[src/rtl/mem_req_initiator.sv]
// mem_req_initiator
//   Core-side load/store initiator for the shared data memory. Accepts one
//   pipeline load/store at a time and checks its alignment. It turns the
//   request into an aligned 64-bit single-beat access with byte enables. The
//   request is held until mem_ready, and the shifted, extended load data is
//   returned. A misaligned request or a memory timeout returns an error
//   response. All outputs are registered.
//
// Ports:
//   clk, rst                 clock, asynchronous active-high reset
//   req_valid/req_ready      pipeline request handshake (ready only in IDLE)
//   req_write, req_size      store flag, size (0=byte,1=half,2=word,3=dword)
//   req_signed               sign-extend load result
//   req_addr, req_wdata      byte address, right-justified store data
//   resp_valid               one-cycle response pulse
//   resp_rdata, resp_error   load result / error flag, valid with resp_valid
//   mem_valid, mem_ready     one-cycle request strobe / completion pulse
//   mem_address              aligned dword address
//   mem_write_data           store data shifted into its byte lanes
//   mem_byte_enable          lane enables
//   mem_write_enable         store flag
//   mem_read_data            read data, valid with mem_ready
//   mem_burst_mode/len       tied 0 (single-beat only)

module mem_req_initiator #(
    parameter int unsigned TIMEOUT_CYCLES = 16
) (
    input  logic        clk,
    input  logic        rst,
    input  logic        req_valid,
    output logic        req_ready,
    input  logic        req_write,
    input  logic [1:0]  req_size,
    input  logic        req_signed,
    input  logic [63:0] req_addr,
    input  logic [63:0] req_wdata,
    output logic        resp_valid,
    output logic [63:0] resp_rdata,
    output logic        resp_error,
    output logic        mem_valid,
    input  logic        mem_ready,
    output logic [63:0] mem_address,
    output logic [63:0] mem_write_data,
    output logic [7:0]  mem_byte_enable,
    output logic        mem_write_enable,
    input  logic [63:0] mem_read_data,
    output logic        mem_burst_mode,
    output logic [3:0]  mem_burst_len
);

    localparam int unsigned CW = $clog2(TIMEOUT_CYCLES + 1);

    typedef enum logic [1:0] {S_IDLE, S_REQ, S_WAIT, S_RESP} state_t;

    state_t        state, state_d;
    logic [CW-1:0] cnt, cnt_d;
    logic [1:0]    lat_size, lat_size_d;
    logic          lat_signed, lat_signed_d;
    logic [2:0]    lat_off, lat_off_d;

    logic          req_ready_d, resp_valid_d, resp_error_d, mem_valid_d, mem_write_enable_d;
    logic [63:0]   resp_rdata_d, mem_address_d, mem_write_data_d;
    logic [7:0]    mem_byte_enable_d;

    logic          misaligned;
    logic [7:0]    size_mask;

    assign mem_burst_mode = 1'b0;
    assign mem_burst_len  = 4'd0;

    function automatic logic [63:0] extend_load(input logic [63:0] raw, input logic [2:0] off,
                                                input logic [1:0] size, input logic sgn);
        logic [63:0] s;
        logic [63:0] r;
        s = raw >> {off, 3'b000};
        case (size)
            2'd0:    r = {{56{sgn & s[7]}},  s[7:0]};
            2'd1:    r = {{48{sgn & s[15]}}, s[15:0]};
            2'd2:    r = {{32{sgn & s[31]}}, s[31:0]};
            default: r = s;
        endcase
        return r;
    endfunction

    always_comb begin
        misaligned = 1'b0;
        size_mask  = 8'h01;
        case (req_size)
            2'd0:    begin misaligned = 1'b0;            size_mask = 8'h01; end
            2'd1:    begin misaligned = req_addr[0];     size_mask = 8'h03; end
            2'd2:    begin misaligned = |req_addr[1:0];  size_mask = 8'h0F; end
            default: begin misaligned = |req_addr[2:0];  size_mask = 8'hFF; end
        endcase
    end

    always_comb begin
        state_d            = state;
        cnt_d              = cnt;
        lat_size_d         = lat_size;
        lat_signed_d       = lat_signed;
        lat_off_d          = lat_off;
        req_ready_d        = req_ready;
        resp_valid_d       = 1'b0;
        resp_error_d       = 1'b0;
        resp_rdata_d       = '0;
        mem_valid_d        = 1'b0;
        mem_address_d      = mem_address;
        mem_write_data_d   = mem_write_data;
        mem_byte_enable_d  = mem_byte_enable;
        mem_write_enable_d = mem_write_enable;

        case (state)
            S_IDLE: begin
                if (req_valid) begin
                    req_ready_d = 1'b0;
                    if (misaligned) begin
                        state_d      = S_RESP;
                        resp_valid_d = 1'b1;
                        resp_error_d = 1'b1;
                    end else begin
                        state_d            = S_REQ;
                        mem_valid_d        = 1'b1;
                        mem_address_d      = {req_addr[63:3], 3'b000};
                        mem_write_data_d   = req_wdata << {req_addr[2:0], 3'b000};
                        mem_byte_enable_d  = size_mask << req_addr[2:0];
                        mem_write_enable_d = req_write;
                        lat_size_d         = req_size;
                        lat_signed_d       = req_signed;
                        lat_off_d          = req_addr[2:0];
                    end
                end
            end
            S_REQ: begin
                state_d = S_WAIT;
                cnt_d   = '0;
            end
            S_WAIT: begin
                if (mem_ready) begin
                    state_d      = S_RESP;
                    resp_valid_d = 1'b1;
                    resp_rdata_d = mem_write_enable ? 64'd0
                                 : extend_load(mem_read_data, lat_off, lat_size, lat_signed);
                // cnt counts completed WAIT cycles; this is the TIMEOUT_CYCLES-th one.
                end else if (cnt == CW'(TIMEOUT_CYCLES - 1)) begin
                    state_d      = S_RESP;
                    resp_valid_d = 1'b1;
                    resp_error_d = 1'b1;
                end else begin
                    cnt_d = cnt + 1'b1;
                end
            end
            default: begin
                state_d     = S_IDLE;
                req_ready_d = 1'b1;
            end
        endcase
    end

    always_ff @(posedge clk or posedge rst) begin
        if (rst) begin
            state            <= S_IDLE;
            cnt              <= '0;
            lat_size         <= '0;
            lat_signed       <= 1'b0;
            lat_off          <= '0;
            req_ready        <= 1'b1;
            resp_valid       <= 1'b0;
            resp_error       <= 1'b0;
            resp_rdata       <= '0;
            mem_valid        <= 1'b0;
            mem_address      <= '0;
            mem_write_data   <= '0;
            mem_byte_enable  <= '0;
            mem_write_enable <= 1'b0;
        end else begin
            state            <= state_d;
            cnt              <= cnt_d;
            lat_size         <= lat_size_d;
            lat_signed       <= lat_signed_d;
            lat_off          <= lat_off_d;
            req_ready        <= req_ready_d;
            resp_valid       <= resp_valid_d;
            resp_error       <= resp_error_d;
            resp_rdata       <= resp_rdata_d;
            mem_valid        <= mem_valid_d;
            mem_address      <= mem_address_d;
            mem_write_data   <= mem_write_data_d;
            mem_byte_enable  <= mem_byte_enable_d;
            mem_write_enable <= mem_write_enable_d;
        end
    end

endmodule

[config.mk]
export PLATFORM = sky130hd
export DESIGN_NAME = mem_req_initiator
export DESIGN_NICKNAME = d
export VERILOG_FILES = /design/src/rtl/mem_req_initiator.sv
export SDC_FILE = /design/constraint.sdc
export NUM_CORES = 1
export LEC_CHECK = 0
export CAP_MARGIN = 20
export CORE_MARGIN = 4
export CORE_UTILIZATION = 49
export DETAILED_ROUTE_END_ITERATION = 6
export PLACE_DENSITY = 0.92
export SYNTH_ARGS = -nofsm -noshare
export SYNTH_HDL_FRONTEND = slang
export SYNTH_SLANG_ARGS = --single-unit
[constraint.sdc]
create_clock -name clk -period 10.5 [get_ports clk]
set_clock_uncertainty 0.2 [all_clocks]
set_input_delay 1.05 -clock clk [delete_from_list [all_inputs] [get_ports clk]]
set_output_delay 1.05 -clock clk [all_outputs]
set_load 0.01 [all_outputs]
==> run summary, run 1 <==
Post-CTS sizing: 0
Critical path arrival: 4.37 ns
Final GP Congestion: 0.958
#FFs+latches synth: 215
Area leader, netlist: dfrtp_1
Worst Max-Slew Pin Slew: 1.09 ns
Post-Syn Instances: 1189
Seq/Total Area, Yosys: 0.474
Worst slack, placed: 5.60 ns
Startpoint Class: input port
Largest net degree at the start of global routing: 146
Final WL: 41200 um
Hold Vio Cnt, Final: 0
Die X: 160 um
DR vias/cell: 5.88
Initial drt markers: 1085
Area Overhead vs Synth: 41.2%
CTS tree: yes
Syn Std Cell Area: 11400 um^2
Port Buffers: 401
Final Cycle Share: 0.398
Required time of the critical path: 10.69 ns
CTS buffer count: 23
Setup_tns: 0 ns
Drt pass-1 iters: 6
GRT Total Usage: 0.308
Leak: 7.13 nW
Most used flip-flop cell after synthesis: dfrtp_1
CTS max path bufs: 3
Endpoints failing setup: 0
Clock Latency Late Sink: 0.50 ns
Synth top area cells: dfrtp_1 (47%), nand2_1 (12%), mux2i_1 (7.2%)
H-tree depth: 1
CP endpoint kind: flop
Drc violations: 0
Cell area after layout: 16000 um^2
Core region area: 22700 um^2
Hold_ws: 0.273 ns
Final worst-path setup slack: 6.32 ns
Sink Count: 215
Critical path class: in2reg
Hold Crit Class: reg2reg
Drt wl/cell: 22.5 um
Row count: 55
Synth Area per Inst: 9.56 um^2
Synth top area share: 0.471
Root Buffer: clkbuf_16
Max-cap viol count: 0
EDFF count, synth: 0
CTS Hold Buffers Added: 0
DP Area: 15300 um^2
DR vias: 10.8k
Vias in the first global route: 11.0k
DRT antenna net count: 0
Share of cells above drive strength 1: 0.0867
First-pass GRT wire length: 63200 um
F_max: 239 MHz
Ports: 410
Pwr Density: 261 nW/um^2
Status: completed
Core Util, Final: 0.707
Hold Crit Depth: 2
RSZ-0062 raised after global routing: no
Final count of pins violating max slew: 0
Clock slew at reported path FFs: 0.06 ns
Starting density of the core: 0.500
Max VDD drop: 0.136 mV
Die area: 25700 um^2
Post-CTS Setup Bufs: 0
Ys async rst share: 1.00
Slew headroom: 0.273
Post-layout nets: 1737
Synth warn: 0
Initial antenna violation count: 2
Post-DP HPWL: 29700 um
Tmin final: 4.18 ns
Worst-path fanout max: 114
Post-synth cell types: 57
Die Y: 160 um
Depth of the most critical reg-to-reg path: 5
GR Overflow Total: 0
-- synthesized netlist by cell type (all sizes together) (2+ instances only) --
cell type and count:
a2111oi 2, a211oi 9, a21o 3, a21oi 68, a22oi 5, a2bb2oi 4, a32oi 8, and2 3
and3 4, buf 72, clkbuf 30, dfrtp 214, ha 6, inv 12, mux2 38, mux2i 82
mux4 20, nand2 378, nand2b 11, nand3 5, nand3b 3, nor2 30, nor2b 9, nor3 4
o211ai 27, o21a 9, o21ai 63, o22a 9, o22ai 9, o2bb2ai 7, o31ai 28, or2 2
or2b 3
-- flip-flops by register name (all words and copies together) (netlist names) --
| name | flops |
|---|---|
| req_ready | 1 |
| cnt | 5 |
| resp_valid | 1 |
| resp_error | 1 |
| lat_size | 2 |
| mem_address | 61 |
| lat_off | 3 |
| mem_valid | 1 |
| state | 2 |
| mem_write_data | 64 |
| lat_signed | 1 |
| resp_rdata | 64 |
| mem_byte_enable | 8 |
| mem_write_enable | 1 |
-- metal layers --
metal,share of wire,GRT usage
met1,0.36,0.376
met2,0.48,0.520
met3,0.099,0.0705
met4,0.056,0.142
met5,0.00049,0
-- worst max-delay path: stages --
cell	delay, ns
clkdlybuf4s50_1	0.86
a21oi_1	0.13
o21ai_1	0.22
or2_4	0.66
buf_4	0.96
a2111oi_0	0.20
a21o_1	0.22
-- cell families after synthesis --
group	count (synthesis)	share of synthesized area
simple gates	453	0.160
compound gates	257	0.152
flops	215	0.474
mux	140	0.151
buf+inv	115	0.0553
fa+ha+maj	6	0.00661
xor+xnor	2	0.00154
other cells	1	0.000330
-- layout make-up --
cell class,count,area [um^2]
Tap cell,285,357
Clock inverter,10,88.8
Antenna cell,1,2.50
Clock buffer,30,652
Inverter,13,56.3
Sequential cell,215,5390
Timing Repair Buffer,412,4120
Fill cell,1636,6660
Multi-Input combinational cell,866,5390
-- layout by cell type, fill, tap and decap left out, types with 4 or more instances in the layout --
master	instances
o22a_1	9
buf_4	9
nand2_1	378
o211ai_1	27
a211oi_1	9
clkinv_2	5
o22ai_1	9
ha_1	6
nor2_1	30
clkbuf_8	5
dfrtp_1	212
clkbuf_16	23
a32oi_1	8
o31ai_1	28
conb_1	8
o21a_1	9
nand3_1	5
a2bb2oi_1	4
o21ai_0	61
mux2_2	38
a21oi_1	57
nand2b_1	11
inv_1	8
clkdlybuf4s50_1	399
a21oi_2	11
o2bb2ai_1	7
mux2i_1	82
and3_1	4
mux4_2	17
nor2b_1	9
-- final timing paths --
kind                                              from                             end  slack (ns)
min reg2reg                mem_address[43]$_DFFE_PP0P_     mem_address[43]$_DFFE_PP0P_        0.27
min in group asynchronous                          rst     mem_address[30]$_DFFE_PP0P_        0.66
max in group asynchronous                          rst          lat_off[0]$_DFFE_PP0P_        7.53
min                        mem_address[43]$_DFFE_PP0P_     mem_address[43]$_DFFE_PP0P_        0.27
max reg2reg                     lat_off[2]$_DFFE_PP0P_        resp_rdata[52]$_DFF_PP0_        7.24
max                                        req_addr[2]  mem_byte_enable[5]$_DFFE_PP0P_        6.32
-- power breakdown --
group	internal, W	switching, W	total (W)
sequential	0.00114	0.000285	0.00142
combinational	0.000982	0.000982	0.00196
clock	0.000463	0.000337	0.000800
total	0.00258	0.00160	0.00419
-- stage by stage --
step,cells,power [W]
final,1832,0.00419
after global routing,1831,0.00441
after CTS,1829,0.00418
after detailed placement,1789,0.00335
after global placement,1789,0.00330
after floorplan,1196,0.00241
Note: power is estimated with default switching activity, not from simulation.
==> inputs of run 2 (changes only) <==
CORE_UTILIZATION = 41   (was 49)
PLACE_DENSITY = 0.82   (was 0.92)
clock period = 3.6 ns   (was 10.5 ns; I/O delays follow)
==> run summary, run 2 (synthesis gave the netlist of run 1 again) <==
ANT cells: 0
Drt pass-1 iters: 7
Depth of the most critical reg-to-reg path: 5
CTS buffer count: 25
Max-cap viol count: 0
Final WL: 42600 um
Worst Hold Path EP: lat_off[0]$_DFFE_PP0P_
Worst-path fanout max: 36
Setup_tns: 0 ns
CTS tree: yes
Hold Crit Class: in2reg
Post-CTS sizing: 0
Ports: 410
Die X: 174 um
Most common cell after layout, fill and taps aside: clkdlybuf4s50_1
Max VDD drop: 0.355 mV
Drc violations: 0
First-pass GRT wire length: 64000 um
Initial drt markers: 1058
Post-CTS Setup Bufs: 0
DRT antenna net count: 0
Slew headroom: 0.429
Largest net degree at the start of global routing: 140
Hold Crit Depth: 2
Final count of pins violating max slew: 0
Share of cells above drive strength 1: 0.0983
Hold Startpoint: req_addr[0]
Fillers: 2275
GRT Total Usage: 0.268
FF+latch area: 5390 um^2
Sink Count: 215
Core region area: 27100 um^2
Clock Latency Late Sink: 0.51 ns
Vias in the first global route: 10.7k
Commonest non-fill, non-tap cells in the layout: clkdlybuf4s50_1 (399), nand2_1 (378), dfrtp_1 (212)
Area Overhead vs Synth: 44.5%
Core Util, Final: 0.606
Status: completed
CP endpoint kind: flop
Row count: 60
Reg2reg setup slack: 0.84 ns
Required time of the critical path: 3.75 ns
Die Y: 174 um
Largest registers: mem_write_data: 64 flops, resp_rdata: 64 flops, mem_address: 61 flops
Root Buffer: clkbuf_16
Pwr Density: 766 nW/um^2
GR Overflow Total: 0
Post-layout nets: 1755
Final GP Congestion: 0.948
DR vias/cell: 5.47
Final Cycle Share: 0.767
Footprint of the multi-input gates: 5380 um^2
DR vias: 10.6k
Critical path class: reg2reg
Startpoint Class: flop
Clock slew at reported path FFs: 0.06 ns
R2r endpoint: resp_rdata[10]$_DFF_PP0_
Drt wl/cell: 22.0 um
Port Buffers: 401
Worst Max-Slew Pin Slew: 0.854 ns
Hold Vio Cnt, Final: 0
Critical path arrival: 2.91 ns
Starting density of the core: 0.419
Post-DP HPWL: 31800 um
Leak: 7.27 nW
CTS Hold Buffers Added: 0
CTS max path bufs: 3
Tmin final: 2.76 ns
Initial antenna violation count: 1
RSZ-0062 raised after global routing: no
Die area: 30400 um^2
H-tree depth: 1
Worst r2r src: lat_off[0]$_DFFE_PP0P_
F_max: 362 MHz
Endpoints failing setup: 0
-- run 2: cell count changes in the layout (fill, tap and decap cells not counted), moves of 2 or more --
| cell | change |
|---|---|
| clkbuf_16 | +2 |
| buf_4 | +14 |
| buf_12 | +4 |
| bufinv_16 | +3 |
| clkinv_2 | +3 |
| clkbuf_8 | -2 |
-- run 2: worst max-delay path by stage --
stage / cells after the start / from / endpoint
after floorplan: 1 / rst / cnt[0]$_DFFE_PP0P_
after global placement: 7 / req_size[0] / mem_write_data[47]$_DFFE_PP0P_
after detailed placement: 7 / req_size[0] / mem_write_data[40]$_DFFE_PP0P_
after CTS: 5 / lat_off[0]$_DFFE_PP0P_ / resp_rdata[10]$_DFF_PP0_
after global routing: 5 / lat_off[0]$_DFFE_PP0P_ / resp_rdata[10]$_DFF_PP0_
final: 5 / lat_off[0]$_DFFE_PP0P_ / resp_rdata[10]$_DFF_PP0_
-- run 2: cell type report --
cell class,instances,share of cell area
sequential,215,0.328
tap,372,0.0284
timing repair buffer,428,0.260
clock inverter,15,0.0114
inverter,13,0.00320
clock buffer,30,0.0411
multi-input combinational,866,0.328
-- run 2: where the power goes --
group          total [W]  internal, W  switching, W
Clock            0.00266      0.00162       0.00104
Sequential       0.00405      0.00332      0.000735
Combinational    0.00586      0.00292       0.00294
Total             0.0126      0.00786       0.00472
-- run 2: worst max-delay path: stages, from the launching register on --
cell,delay [ns]
dfrtp_4,0.75
buf_4,0.54
mux4_1,0.64
mux2_2,0.29
nand2_1,0.07
a21oi_1,0.08
-- run 2: metrics by stage --
stage / area, um^2 / hold slack [ns] / setup slack [ns] / power [W] / cells
3_5_place_dp: 15600 / 0.261 / 0.553 / 0.00990 / 1894
3_3_place_gp: 15600 / 0.256 / 0.710 / 0.00980 / 1894
5_1_grt: 16400 / 0.0993 / 0.740 / 0.0133 / 1939
4_1_cts: 16400 / 0.0689 / 0.855 / 0.0126 / 1939
6_report: 16400 / 0.0895 / 0.838 / 0.0126 / 1939
2_1_floorplan: 11400 / 0.249 / 0.243 / 0.00703 / 1196
-- run 2: metal layers --
layer / GRT usage / share of wire / vias up
met3: 0.0600 / 0.093 / 131
li1: - / - / 4809
met2: 0.443 / 0.47 / 643
met5: 0 / 0 / -
met1: 0.331 / 0.38 / 5029
met4: 0.135 / 0.058 / 0
==> inputs of run 3 (changes only) <==
clock period = 2.45 ns   (was 3.6 ns; I/O delays follow)
==> run summary, run 3 (synthesis gave the netlist of run 1 again) <==
Status: completed
Core region area: 27100 um^2
Final WL: 42500 um
Post-CTS sizing: 0
Share of cells above drive strength 1: 0.122
Port Buffers: 401
Tmin final: 2.32 ns
Post-CTS Setup Bufs: 0
Hold Crit Class: in2reg
Die X: 174 um
Die Y: 174 um
Row count: 60
Drc violations: 0
Max-cap viol count: 0
CTS tree: yes
Commonest non-fill, non-tap cells in the layout: clkdlybuf4s50_1 (399), nand2_1 (378), dfrtp_1 (212)
Inst Count DP: 1941
Worst-path fanout max: 30
Core Util, Final: 0.624
DR vias/cell: 5.41
Clock Latency Late Sink: 0.53 ns
Drt wl/cell: 21.4 um
Leak: 7.54 nW
GR Overflow Total: 0
Sink Count: 215
Slew headroom: 0.458
Most common cell after layout, fill and taps aside: clkdlybuf4s50_1
Internal: 0.0116 W
Initial drt markers: 989
CTS buffer count: 25
CTS Hold Buffers Added: 2
Largest registers: mem_write_data: 64 flops, resp_rdata: 64 flops, mem_address: 61 flops
Max VDD drop: 0.547 mV
CP endpoint kind: flop
DRT antenna net count: 0
Largest net degree at the start of global routing: 100
Drt pass-1 iters: 5
Sequential Power Share: 0.312
Cell Count, Final, Fillers Out: 1986
Post-DP HPWL: 32600 um
Initial antenna violation count: 2
Pwr Density: 1100 nW/um^2
GRT Total Usage: 0.268
Critical path arrival: 2.53 ns
Required time of the critical path: 2.66 ns
Area Overhead vs Synth: 48.9%
Hold Vio Cnt, Final: 0
First-pass GRT wire length: 64300 um
Clock slew at reported path FFs: 0.06 ns
CTS max path bufs: 3
Vias in the first global route: 11.0k
Endpoints failing setup: 0
RSZ-0062 raised after global routing: no
Switching share of power: 0.376
Hold_ws: 0.0388 ns
Starting density of the core: 0.419
Ports: 410
Final count of pins violating max slew: 0
NetSw: 0.00699 W
F_max: 432 MHz
Root Buffer: clkbuf_16
Final GP Congestion: 0.964
H-tree depth: 1
Worst Max-Slew Pin Slew: 0.810 ns
Die area: 30400 um^2
Final Cycle Share: 0.945
Clock share of power: 0.197
Startpoint Class: flop
DR vias: 10.8k
Critical path class: reg2reg
Fillers: 2203
Logic pwr share: 0.491
Post-layout nets: 1804
run 3: layout make-up:
class | count | area, um^2 | area share
clock buffers | 33 | 706 | 0.0417
multi-input cells | 866 | 5380 | 0.318
flip-flops and latches | 215 | 5390 | 0.319
diodes | 1 | 2.50 | 0.000148
repair buffers | 477 | 4820 | 0.285
clock inverters | 9 | 98.8 | 0.00584
well taps | 372 | 465 | 0.0275
inverters | 13 | 52.6 | 0.00311
run 3: path summary, 6_finish.rpt:
kind	from	to	slack, ns	cells past startpoint
max	lat_off[0]$_DFFE_PP0P_	resp_rdata[10]$_DFF_PP0_	0.13	7
min	req_addr[50]	mem_address[50]$_DFFE_PP0P_	0.04	3
max reg2reg	lat_off[0]$_DFFE_PP0P_	resp_rdata[10]$_DFF_PP0_	0.13	7
min reg2reg	mem_address[6]$_DFFE_PP0P_	mem_address[6]$_DFFE_PP0P_	0.27	2
max in group asynchronous	rst	mem_address[16]$_DFFE_PP0P_	0.91	5
min in group asynchronous	rst	resp_rdata[20]$_DFF_PP0_	0.42	3
run 3: layer usage:
metal | global-route usage | up-vias | wire [um]
met5 | 0 | - | 8
met4 | 0.123 | 2 | 2210
met3 | 0.0672 | 122 | 3780
met2 | 0.456 | 606 | 20500
met1 | 0.320 | 5120 | 15900
li1 | - | 4904 | -
run 3: power by group through the flow:
stage	Combinational, W	Sequential (W)	Clock (W)
after floorplan	0.00418	0.00615	0
after global placement	0.00891	0.00581	0
after detailed placement	0.00909	0.00583	0
after CTS	0.00915	0.00581	0.00371
after global routing	0.00978	0.00596	0.00387
final	0.00913	0.00581	0.00366
run 3: through the flow:
| step | setup slack, ns | power, W | setup TNS [ns] | cell area, um^2 |
|---|---|---|---|---|
| global placement | 0.187 | 0.0147 | 0 | 16100 |
| CTS | 0.163 | 0.0187 | 0 | 16900 |
| detailed placement | 0.154 | 0.0149 | 0 | 16100 |
| finish | 0.134 | 0.0186 | 0 | 16900 |
| floorplan | -0.792 | 0.0103 | -169.63 | 11400 |
| global route | 0.0243 | 0.0196 | 0 | 16900 |
run 3: worst max-delay path: stages (launching register included):
cell and delay [ns]:
dfrtp_4 0.55, buf_12 0.25, buf_4 0.24, mux2i_1 0.33
o2bb2ai_1 0.14, mux2_2 0.27, nand2_1 0.11, a21oi_1 0.08
